**src/rtl/riscv_pkg.sv**
```systemverilog
// Shared RISC-V pipeline types: register index width, ALU opcodes and operand selects.
package riscv_pkg;

   localparam int unsigned XLEN_DEF  = 32;
   localparam int unsigned REG_IDX_W = 5;

   typedef enum logic [3:0] {
      AluAdd    = 4'd0,
      AluSub    = 4'd1,
      AluSll    = 4'd2,
      AluSlt    = 4'd3,
      AluSltu   = 4'd4,
      AluXor    = 4'd5,
      AluSrl    = 4'd6,
      AluSra    = 4'd7,
      AluOr     = 4'd8,
      AluAnd    = 4'd9,
      AluLui    = 4'd10,
      AluAuipc  = 4'd11,
      AluRsvd12 = 4'd12,
      AluRsvd13 = 4'd13,
      AluRsvd14 = 4'd14,
      AluRsvd15 = 4'd15
   } alu_op_t;

   typedef enum logic {
      OpASelRs1 = 1'b0,
      OpASelPc  = 1'b1
   } op_a_sel_e;

   typedef enum logic {
      OpBSelRs2 = 1'b0,
      OpBSelImm = 1'b1
   } op_b_sel_e;

endpackage

```
**src/rtl/riscv_fwd_mux.sv**
```systemverilog
// Operand forwarding mux: picks the youngest matching bypass source, else register-file data.
// x0 always reads as zero. pend reports that the winning source has no data yet.
module riscv_fwd_mux
   import riscv_pkg::*;
#(
   parameter int unsigned XLEN    = XLEN_DEF,
   parameter int unsigned NUM_BYP = 2
) (
   input  logic [REG_IDX_W-1:0]         rs_addr,
   input  logic [XLEN-1:0]              rf_data,
   input  logic [NUM_BYP-1:0]           byp_valid,
   input  logic [NUM_BYP-1:0]           byp_pend,
   input  logic [REG_IDX_W*NUM_BYP-1:0] byp_rd,
   input  logic [XLEN*NUM_BYP-1:0]      byp_data,
   output logic [XLEN-1:0]              op_data,
   output logic                         pend
);

   logic found;

   // Priority scan from source 0; the first hit shadows all older sources.
   always_comb begin
      op_data = rf_data;
      pend    = 1'b0;
      found   = 1'b0;
      if (rs_addr == '0) begin
         op_data = '0;
      end else begin
         for (int i = 0; i < int'(NUM_BYP); i++) begin
            if (!found && byp_valid[i] && (byp_rd[i*REG_IDX_W +: REG_IDX_W] == rs_addr)) begin
               found   = 1'b1;
               op_data = byp_data[i*XLEN +: XLEN];
               pend    = byp_pend[i];
            end
         end
      end
   end

endmodule

```
**src/rtl/riscv_ex1_opfetch_stage.sv**
```systemverilog
// EX1 operand-fetch stage: RF read, forwarding, load-use stall and operand A/B selection,
// with a valid/ready output register and a saturating hazard-stall counter.
module riscv_ex1_opfetch_stage
   import riscv_pkg::*;
#(
   parameter int unsigned XLEN    = XLEN_DEF,
   parameter int unsigned NUM_BYP = 2,
   parameter int unsigned CNT_W   = 16
) (
   input  logic                         clk,
   input  logic                         rst,
   input  logic                         id_valid,
   output logic                         id_ready,
   input  logic [XLEN-1:0]              id_pc,
   input  logic [REG_IDX_W-1:0]         id_rs1_addr,
   input  logic [REG_IDX_W-1:0]         id_rs2_addr,
   input  logic [REG_IDX_W-1:0]         id_rd_addr,
   input  logic [XLEN-1:0]              id_imm,
   input  logic [3:0]                   id_alu_op,
   input  logic                         id_op_a_sel,
   input  logic                         id_op_b_sel,
   output logic [REG_IDX_W-1:0]         rf_rs1_addr,
   output logic [REG_IDX_W-1:0]         rf_rs2_addr,
   input  logic [XLEN-1:0]              rf_rs1_data,
   input  logic [XLEN-1:0]              rf_rs2_data,
   input  logic [NUM_BYP-1:0]           byp_valid,
   input  logic [NUM_BYP-1:0]           byp_pend,
   input  logic [REG_IDX_W*NUM_BYP-1:0] byp_rd,
   input  logic [XLEN*NUM_BYP-1:0]      byp_data,
   input  logic                         flush,
   output logic                         ex1_valid,
   input  logic                         ex1_ready,
   output logic [XLEN-1:0]              ex1_pc,
   output logic [XLEN-1:0]              ex1_op_a,
   output logic [XLEN-1:0]              ex1_op_b,
   output logic [XLEN-1:0]              ex1_rs2_data,
   output logic [XLEN-1:0]              ex1_imm,
   output logic [REG_IDX_W-1:0]         ex1_rd_addr,
   output logic [3:0]                   ex1_alu_op,
   output logic [CNT_W-1:0]             hazard_stall_cnt
);

   logic [XLEN-1:0]      fwd_rs1, fwd_rs2;
   logic                 pend_rs1, pend_rs2;
   logic                 hazard, accept;
   logic [XLEN-1:0]      op_a_d, op_b_d;

   logic                 valid_q;
   logic [XLEN-1:0]      pc_q, op_a_q, op_b_q, rs2_q, imm_q;
   logic [REG_IDX_W-1:0] rd_q;
   alu_op_t              alu_q;
   logic [CNT_W-1:0]     cnt_q;

   assign rf_rs1_addr = id_rs1_addr;
   assign rf_rs2_addr = id_rs2_addr;

   riscv_fwd_mux #(.XLEN(XLEN), .NUM_BYP(NUM_BYP)) u_fwd_rs1 (
      .rs_addr   (id_rs1_addr),
      .rf_data   (rf_rs1_data),
      .byp_valid (byp_valid),
      .byp_pend  (byp_pend),
      .byp_rd    (byp_rd),
      .byp_data  (byp_data),
      .op_data   (fwd_rs1),
      .pend      (pend_rs1)
   );

   riscv_fwd_mux #(.XLEN(XLEN), .NUM_BYP(NUM_BYP)) u_fwd_rs2 (
      .rs_addr   (id_rs2_addr),
      .rf_data   (rf_rs2_data),
      .byp_valid (byp_valid),
      .byp_pend  (byp_pend),
      .byp_rd    (byp_rd),
      .byp_data  (byp_data),
      .op_data   (fwd_rs2),
      .pend      (pend_rs2)
   );

   // Handshake and operand selection; both operands gate the stall regardless of op_sel.
   always_comb begin
      hazard   = pend_rs1 | pend_rs2;
      id_ready = !hazard && (!valid_q || ex1_ready);
      accept   = id_valid && id_ready && !flush;
      op_a_d   = (op_a_sel_e'(id_op_a_sel) == OpASelPc)  ? id_pc  : fwd_rs1;
      op_b_d   = (op_b_sel_e'(id_op_b_sel) == OpBSelImm) ? id_imm : fwd_rs2;
   end

   // Output valid: flush kills, accept loads, downstream take drains.
   always_ff @(posedge clk) begin
      if (rst) begin
         valid_q <= 1'b0;
      end else if (flush) begin
         valid_q <= 1'b0;
      end else if (accept) begin
         valid_q <= 1'b1;
      end else if (ex1_ready) begin
         valid_q <= 1'b0;
      end
   end

   // Payload register, loaded only on accept and otherwise held.
   always_ff @(posedge clk) begin
      if (accept) begin
         pc_q   <= id_pc;
         op_a_q <= op_a_d;
         op_b_q <= op_b_d;
         rs2_q  <= fwd_rs2;
         imm_q  <= id_imm;
         rd_q   <= id_rd_addr;
         alu_q  <= alu_op_t'(id_alu_op);
      end
   end

   // Saturating count of cycles where a live ID instruction is held by a load-use hazard.
   always_ff @(posedge clk) begin
      if (rst) begin
         cnt_q <= '0;
      end else if (id_valid && hazard && !flush && (cnt_q != {CNT_W{1'b1}})) begin
         cnt_q <= cnt_q + 1'b1;
      end
   end

   assign ex1_valid        = valid_q;
   assign ex1_pc           = pc_q;
   assign ex1_op_a         = op_a_q;
   assign ex1_op_b         = op_b_q;
   assign ex1_rs2_data     = rs2_q;
   assign ex1_imm          = imm_q;
   assign ex1_rd_addr      = rd_q;
   assign ex1_alu_op       = alu_q;
   assign hazard_stall_cnt = cnt_q;

endmodule

```
**config.mk**
```make
export PLATFORM = sky130hd
export DESIGN_NAME = riscv_ex1_opfetch_stage
export DESIGN_NICKNAME = d
export VERILOG_FILES = /design/src/rtl/riscv_pkg.sv /design/src/rtl/riscv_fwd_mux.sv /design/src/rtl/riscv_ex1_opfetch_stage.sv
export SDC_FILE = /design/constraint.sdc
export NUM_CORES = 1
export LEC_CHECK = 0
export CORE_ASPECT_RATIO = 0.6
export CORE_UTILIZATION = 37
export CTS_BUF_LIST = sky130_fd_sc_hd__clkbuf_8
export CTS_CLUSTER_DIAMETER = 60
export CTS_CLUSTER_SIZE = 12
export DETAILED_ROUTE_END_ITERATION = 8
export PLACE_DENSITY = 0.89
export SYNTH_ARGS = -nofsm -noshare
export SYNTH_HDL_FRONTEND = slang
export SYNTH_SLANG_ARGS = --single-unit
export TNS_END_PERCENT = 50
```
**constraint.sdc**
```tcl
create_clock -name clk -period 11.3 [get_ports clk]
set_clock_uncertainty 0.1 [all_clocks]
set_input_delay 2.26 -clock clk [delete_from_list [all_inputs] [get_ports clk]]
set_output_delay 2.26 -clock clk [all_outputs]
set_load 0.01 [all_outputs]
```
==> flow_metrics.py, run 1 <==
metrics = {
    "status": {
        "status": "finished, final reports clean",
    },
    "routing": {
        "wl_per_cell_um": 21.5,
        "wirelength_mm": 29.0,
        "firstDrtPassIters": 5,
        "route.detailed.drc": 0,
        "vias": 6990,
        "viasPerCell": 5.19,
        "ant_nets": 0,
        "drtIter0Drc": 466,
    },
    "sta": {
        "holdWs_ns": 0.423,
        "post-route-period-util_pct": 71.0,
        "rsz0062_at_grt": "false",
        "fmax_mhz": 125,
        "maxSlewHeadroom_pct": 24.7,
        "drv_slew": 0,
        "worst_slew_pin_slew_ns": 1.13,
        "fin_crit_ns": 8.02,
        "setup_violations": 0,
        "finalHoldViolations": 0,
        "tns_ns": 0,
    },
    "place": {
        "io_buffer_count": 428,
        "hpwl_mm": 21.6,
        "gp_congestion": 0.930,
    },
    "cts": {
        "root_buffer": "clkbuf_8",
        "cts_resized": 0,
        "holdBufCountCts": 0,
        "clk_pin_slew_worst_paths_ns": 0.09,
        "clock_latency_ns": 0.45,
        "clockBufferDepth": 2,
        "cts.sinks": 186,
        "htreeDepth": 4,
        "cts_tree": "yes",
        "cts_buffers": 17,
        "cts_setup_buffers": 0,
    },
    "setup_path": {
        "end_kind": "output port",
        "required_ns": 8.94,
        "reg2reg_from": "hazard_stall_cnt[3]",
        "critPathLaunchType": "input pin",
        "critPathKind": "in -> out",
        "path_max_fanout": 33,
        "startpoint": "id_rs2_addr[1]",
        "cp_data_arrival_time_ns": 5.66,
    },
    "synth": {
        "post-synth-top-count-cell": "edfxtp_1",
        "async_flop_share_pct": 0,
        "synth_edf_count": 169,
        "ys_warn_count": 0,
        "yosys-top-cells-area": "edfxtp_1 60%, mux2i_1 7.7%, mux2_2 4.4%, dfxtp_1 4.0%, a22o_1 3.3%",
        "synth_common_cells": "169 x edfxtp_1, 65 x mux2i_1, 62 x nor2_1",
        "ys.flop_type": "edfxtp_1",
        "yosysTopAreaCellShare_pct": 60.0,
        "synth_top_area_cell": "edfxtp_1",
        "netlist_instances": 622,
        "synth.ff_latch_count": 186,
        "syn-cell-area_um2": 8450,
        "seq_area_frac_synth_pct": 64.1,
        "syn_nets": 855,
        "avgSynthCellArea_um2": 13.6,
        "synth_cell_types": 43,
    },
    "cells_and_area": {
        "layout-drive-gt1-share_pct": 8.57,
        "area_growth_pct": 57.1,
        "final_nets": 1258,
        "post-route-util_pct": 59.7,
        "num-fill-cells": 1721,
    },
    "flow_run": {
        "cap_viol_max_count": 0,
    },
    "power": {
        "leakage_nw": 4.43,
        "swShare_pct": 24.5,
        "clkPwrFrac_pct": 28.0,
        "power.internal_w": 0.00112,
        "powerDensity_nw_per_um2": 112,
        "peakVddDrop_mv": 0.0772,
        "sequentialPowerShare_pct": 53.9,
        "p_comb_share_pct": 18.1,
        "p_sw_w": 0.000363,
    },
    "grt": {
        "grt_remaining_overflow": 0,
        "grt_pass1_vias": 6965,
        "antenna_found_initial": 2,
        "grtUsageTotal_pct": 24.2,
        "grt_max_degree": 68,
        "grt_pass1_wl_mm": 41.5,
    },
    "floorplan": {
        "coreArea_um2": 22200,
        "row_count": 42,
        "initial_utilization_pct": 38.0,
        "io_pins": 429,
        "die_w_um": 197,
        "die_y_um": 119,
        "die_area_um2": 23500,
    },
    "worst_hold_path": {
        "hold_path_class": "reg -> reg",
        "holdCritStartpoint": "hazard_stall_cnt[11]",
    },
}
-- routing by layer --
| layer | share of wire (%) | track usage [%] | wire [um] |
|---|---|---|---|
| met5 | 0 | 0 | 0 |
| met4 | 2.6 | 9.40 | 759 |
| met3 | 10 | 8.38 | 2890 |
| met2 | 51 | 42.6 | 14700 |
| met1 | 37 | 26.9 | 10700 |
-- area by class of cell --
class / count / area, um2 / share of cell area [%]
flip-flops and latches: 186 / 5420 / 40.8
repair buffers: 433 / 4310 / 32.5
multi-input cells: 383 / 2790 / 21.0
well taps: 308 / 385 / 2.90
clock buffers: 17 / 234 / 1.76
clock inverters: 15 / 121 / 0.914
inverters: 4 / 15.0 / 0.113
diodes: 2 / 5.00 / 0.0377
-- worst paths after layout --
check,end,slack [ns],cells after the start
hold / removal,hazard_stall_cnt[11],0.42,2
setup reg to reg,hazard_stall_cnt[15],8.38,7
setup / recovery,id_ready,3.28,8
hold reg to reg,hazard_stall_cnt[11],0.42,2
-- cells in the final DEF (no fill, tap or decap), drive strengths merged, types with 11 or more instances in the layout --
master and instances:
or3 11, a211oi 32, mux2 34, a22o 32, dfxtp 17, nand2 11
mux2i 65, clkbuf 17, o21ai 13, clkdlybuf4s50 426, xnor2 12, edfxtp 169
nor2 75, a21oi 45
-- cell families after synthesis --
group	after synthesis	synth area share [%]
flops	186	64.1
buf+inv	53	3.36
compound gates	128	10.2
xor+xnor	22	2.28
fa+ha+maj	1	0.148
simple gates	133	7.65
mux	99	12.3
-- flip-flops by register name, summed over array words and instances, names as in the netlist --
| register | cells |
|---|---|
| ex1_imm | 32 |
| ex1_op_a | 32 |
| ex1_op_b | 32 |
| ex1_pc | 32 |
| ex1_rs2_data | 32 |
| hazard_stall_cnt | 16 |
| ex1_rd_addr | 5 |
| ex1_alu_op | 4 |
| ex1_valid | 1 |
-- worst max-delay path: stages --
cell and delay, ns:
clkdlybuf4s50_1 0.52, or4_1 0.61, nor2_4 0.73, inv_1 0.15
o21ai_1 0.16, a21boi_1 0.43, nor2b_1 0.23, clkdlybuf4s50_1 0.56
-- power by group through the flow --
| stage | clock network (W) | registers [W] | logic (W) |
|---|---|---|---|
| after floorplan | 0 | 0.000836 | 0.0000754 |
| after global placement | 0 | 0.000815 | 0.000263 |
| after detailed placement | 0 | 0.000816 | 0.000268 |
| after CTS | 0.000428 | 0.000801 | 0.000269 |
| after global routing | 0.000454 | 0.000803 | 0.000283 |
| final | 0.000417 | 0.000800 | 0.000269 |
-- through the flow --
stage / setup slack [ns] / cell area, um2 / cells / power (W)
3_3_place_gp: 3.39 / 12900 / 1314 / 0.00108
3_5_place_dp: 3.25 / 12900 / 1314 / 0.00108
4_1_cts: 3.26 / 13300 / 1346 / 0.00150
2_1_floorplan: 2.50 / 8460 / 622 / 0.000911
6_report: 3.28 / 13300 / 1348 / 0.00149
5_1_grt: 3.01 / 13300 / 1348 / 0.00154
Power figures use the tool's default switching activity.
==> run 2, diff against run 1 <==
==> constraint.sdc (replaced) <==
create_clock -name clk -period 7.15 [get_ports clk]
set_clock_uncertainty 0.1 [all_clocks]
set_input_delay 1.43 -clock clk [delete_from_list [all_inputs] [get_ports clk]]
set_output_delay 1.43 -clock clk [all_outputs]
set_load 0.01 [all_outputs]
==> run 2 against run 1 <==
  * Non-clock buffer count up 1
  * Routed wire length up 2.8%
  * Cell count unchanged
  * Global-route usage up 0.73 points
  * Core utilization up 0.18 points
  * Sequential share of layout area down 0.12 points
  * Cell area up 0.30%
  * Via count down 0.46%
  * Critical endpoint unchanged
  * Worst setup slack worse by 1.9 ns
  * Clock power up 66%
  * Register-to-register slack worse by 4.1 ns
==> flow_metrics.py, run 2 (synthesis gave the netlist of run 1 again) <==
metrics = {
    "cts": {
        "clockBufferDepth": 2,
        "root_buffer": "clkbuf_8",
        "cts.sinks": 186,
        "htreeDepth": 4,
        "cts_tree": "yes",
        "cts_buffers": 17,
        "cts_resized": 0,
        "clock_latency_ns": 0.47,
        "clk_pin_slew_worst_paths_ns": 0.10,
        "holdBufCountCts": 0,
        "cts_setup_buffers": 0,
    },
    "setup_path": {
        "cp_data_arrival_time_ns": 4.27,
        "cpMostUsedCell": "clkdlybuf4s50_1",
        "end_kind": "output port",
        "path_delay_family": "buffers and inverters",
        "worstPathCellList": "clkdlybuf4s50_1 -> xor2_1 -> nor4_2 -> a311oi_1 -> o21ai_1 -> a21boi_1 -> nor2b_1 -> clkdlybuf4s50_1",
        "critical_path_cell_count": 8,
        "critPathKind": "in -> out",
        "reg2reg_from": "hazard_stall_cnt[3]",
        "cp_slowest_stage_delay_ns": 0.56,
        "required_ns": 5.62,
        "critPathLaunchType": "input pin",
        "r2r-end": "hazard_stall_cnt[6]",
        "ff2ff_path_depth": 7,
        "startpoint": "id_rs2_addr[0]",
        "crit_slowest_cell": "clkdlybuf4s50_1",
        "critPathBufInv": 2,
        "path_max_fanout": 5,
        "setup.worst_path.end": "id_ready",
        "r2r_slack_ns": 4.32,
    },
    "grt": {
        "grt_pass1_wl_mm": 42.7,
        "antenna_found_initial": 2,
        "grt_remaining_overflow": 0,
        "grt_max_degree": 166,
        "grtUsageTotal_pct": 25.0,
        "grt_pass1_vias": 7048,
    },
    "sta": {
        "drv_slew": 0,
        "worst_slew_pin_slew_ns": 1.02,
        "finalHoldViolations": 0,
        "fmax_mhz": 173,
        "fin_crit_ns": 5.80,
        "rsz0062_at_grt": "false",
        "post-route-period-util_pct": 81.1,
        "holdWs_ns": 0.432,
        "tns_ns": 0,
        "setup_violations": 0,
        "maxSlewHeadroom_pct": 31.9,
    },
    "status": {
        "status": "finished, final reports clean",
    },
    "floorplan": {
        "die_area_um2": 23500,
        "die_w_um": 197,
        "io_pins": 429,
        "row_count": 42,
        "coreArea_um2": 22200,
        "initial_utilization_pct": 38.0,
        "die_y_um": 119,
    },
    "routing": {
        "route.detailed.drc": 0,
        "ant_nets": 0,
        "routed.top_layer": "met4",
        "viasPerCell": 5.16,
        "wl_met2_mm": 14.9,
        "drt-met1-wl_mm": 11.5,
        "wl_per_cell_um": 22.1,
        "firstDrtPassIters": 5,
        "drtIter0Drc": 532,
        "wirelength_mm": 29.8,
        "wl_met3_mm": 2.66,
        "vias": 6958,
    },
    "place": {
        "io_buffer_count": 428,
        "dpl-instance-area_um2": 12900,
        "gp_congestion": 0.887,
        "hpwl_mm": 22.1,
    },
    "cells_and_area": {
        "final_common_cell": "clkdlybuf4s50_1",
        "final_nets": 1259,
        "layout-drive-gt1-share_pct": 8.96,
        "design_area_um2": 13300,
        "area_growth_pct": 57.6,
        "final_cell_mix": "426 x clkdlybuf4s50_1, 169 x edfxtp_1, 65 x mux2i_1, 60 x nor2_1, 45 x a21oi_1",
    },
    "flow_run": {
        "cap_viol_max_count": 0,
    },
    "power": {
        "peakVddDrop_mv": 0.129,
        "leakage_nw": 4.45,
        "powerDensity_nw_per_um2": 179,
    },
    "worst_hold_path": {
        "hold-path-cell-count": 2,
        "hold_path_class": "reg -> reg",
    },
}
run 2: cell types whose count changed in the layout (fill, tap and decap cells not counted), sizes merged:
cell and change:
buf +1, clkinv +2, clkinvlp -2, inv -1
run 2: worst min path at each step:
stage                                      end                  from  slack, ns
after global routing       hazard_stall_cnt[7]   hazard_stall_cnt[7]       0.45
after floorplan           hazard_stall_cnt[11]  hazard_stall_cnt[11]       0.41
after CTS                  hazard_stall_cnt[7]   hazard_stall_cnt[7]       0.43
after global placement     hazard_stall_cnt[7]   hazard_stall_cnt[7]       0.38
final                      hazard_stall_cnt[7]   hazard_stall_cnt[7]       0.43
after detailed placement   hazard_stall_cnt[7]   hazard_stall_cnt[7]       0.40
run 2: final cells by class:
type / instances / area (um2)
fillers: 1745 / 8910
inverters: 4 / 15.0
repair buffers: 434 / 4330
flip-flops and latches: 186 / 5420
well taps: 308 / 385
multi-input cells: 383 / 2790
diodes: 2 / 5.00
clock inverters: 14 / 141
clock buffers: 17 / 234
run 2: worst reg2reg max path, stage by stage (launching register included):
cell and delay [ns]:
dfxtp_1 0.50, nand4_1 0.21, nor3_1 0.46, a31o_2 0.27
nor2_1 0.05, a2bb2oi_1 0.78, o21ai_0 0.22, a21oi_1 0.17
run 2: power by group:
part           switching, W  internal [W]
registers         0.0000141       0.00125
clock network      0.000410      0.000283
logic              0.000179      0.000250
run 2: metal layers:
layer	vias to the layer above	global-route usage [%]
li1	3178	-
met1	3373	28.8
met2	365	43.4
met3	42	8.55
met4	0	8.09
met5	-	0
run 2: per-stage QoR:
step                      utilization [%]  total power [W]  worst slack, ns  instances
after floorplan                         -          0.00144             1.04        622
after global placement               58.2          0.00171             1.52       1315
after detailed placement             58.2          0.00172             1.42       1315
after CTS                            59.9          0.00240             1.41       1346
after global routing                 59.9          0.00247             1.22       1348
final                                59.9          0.00239             1.35       1348
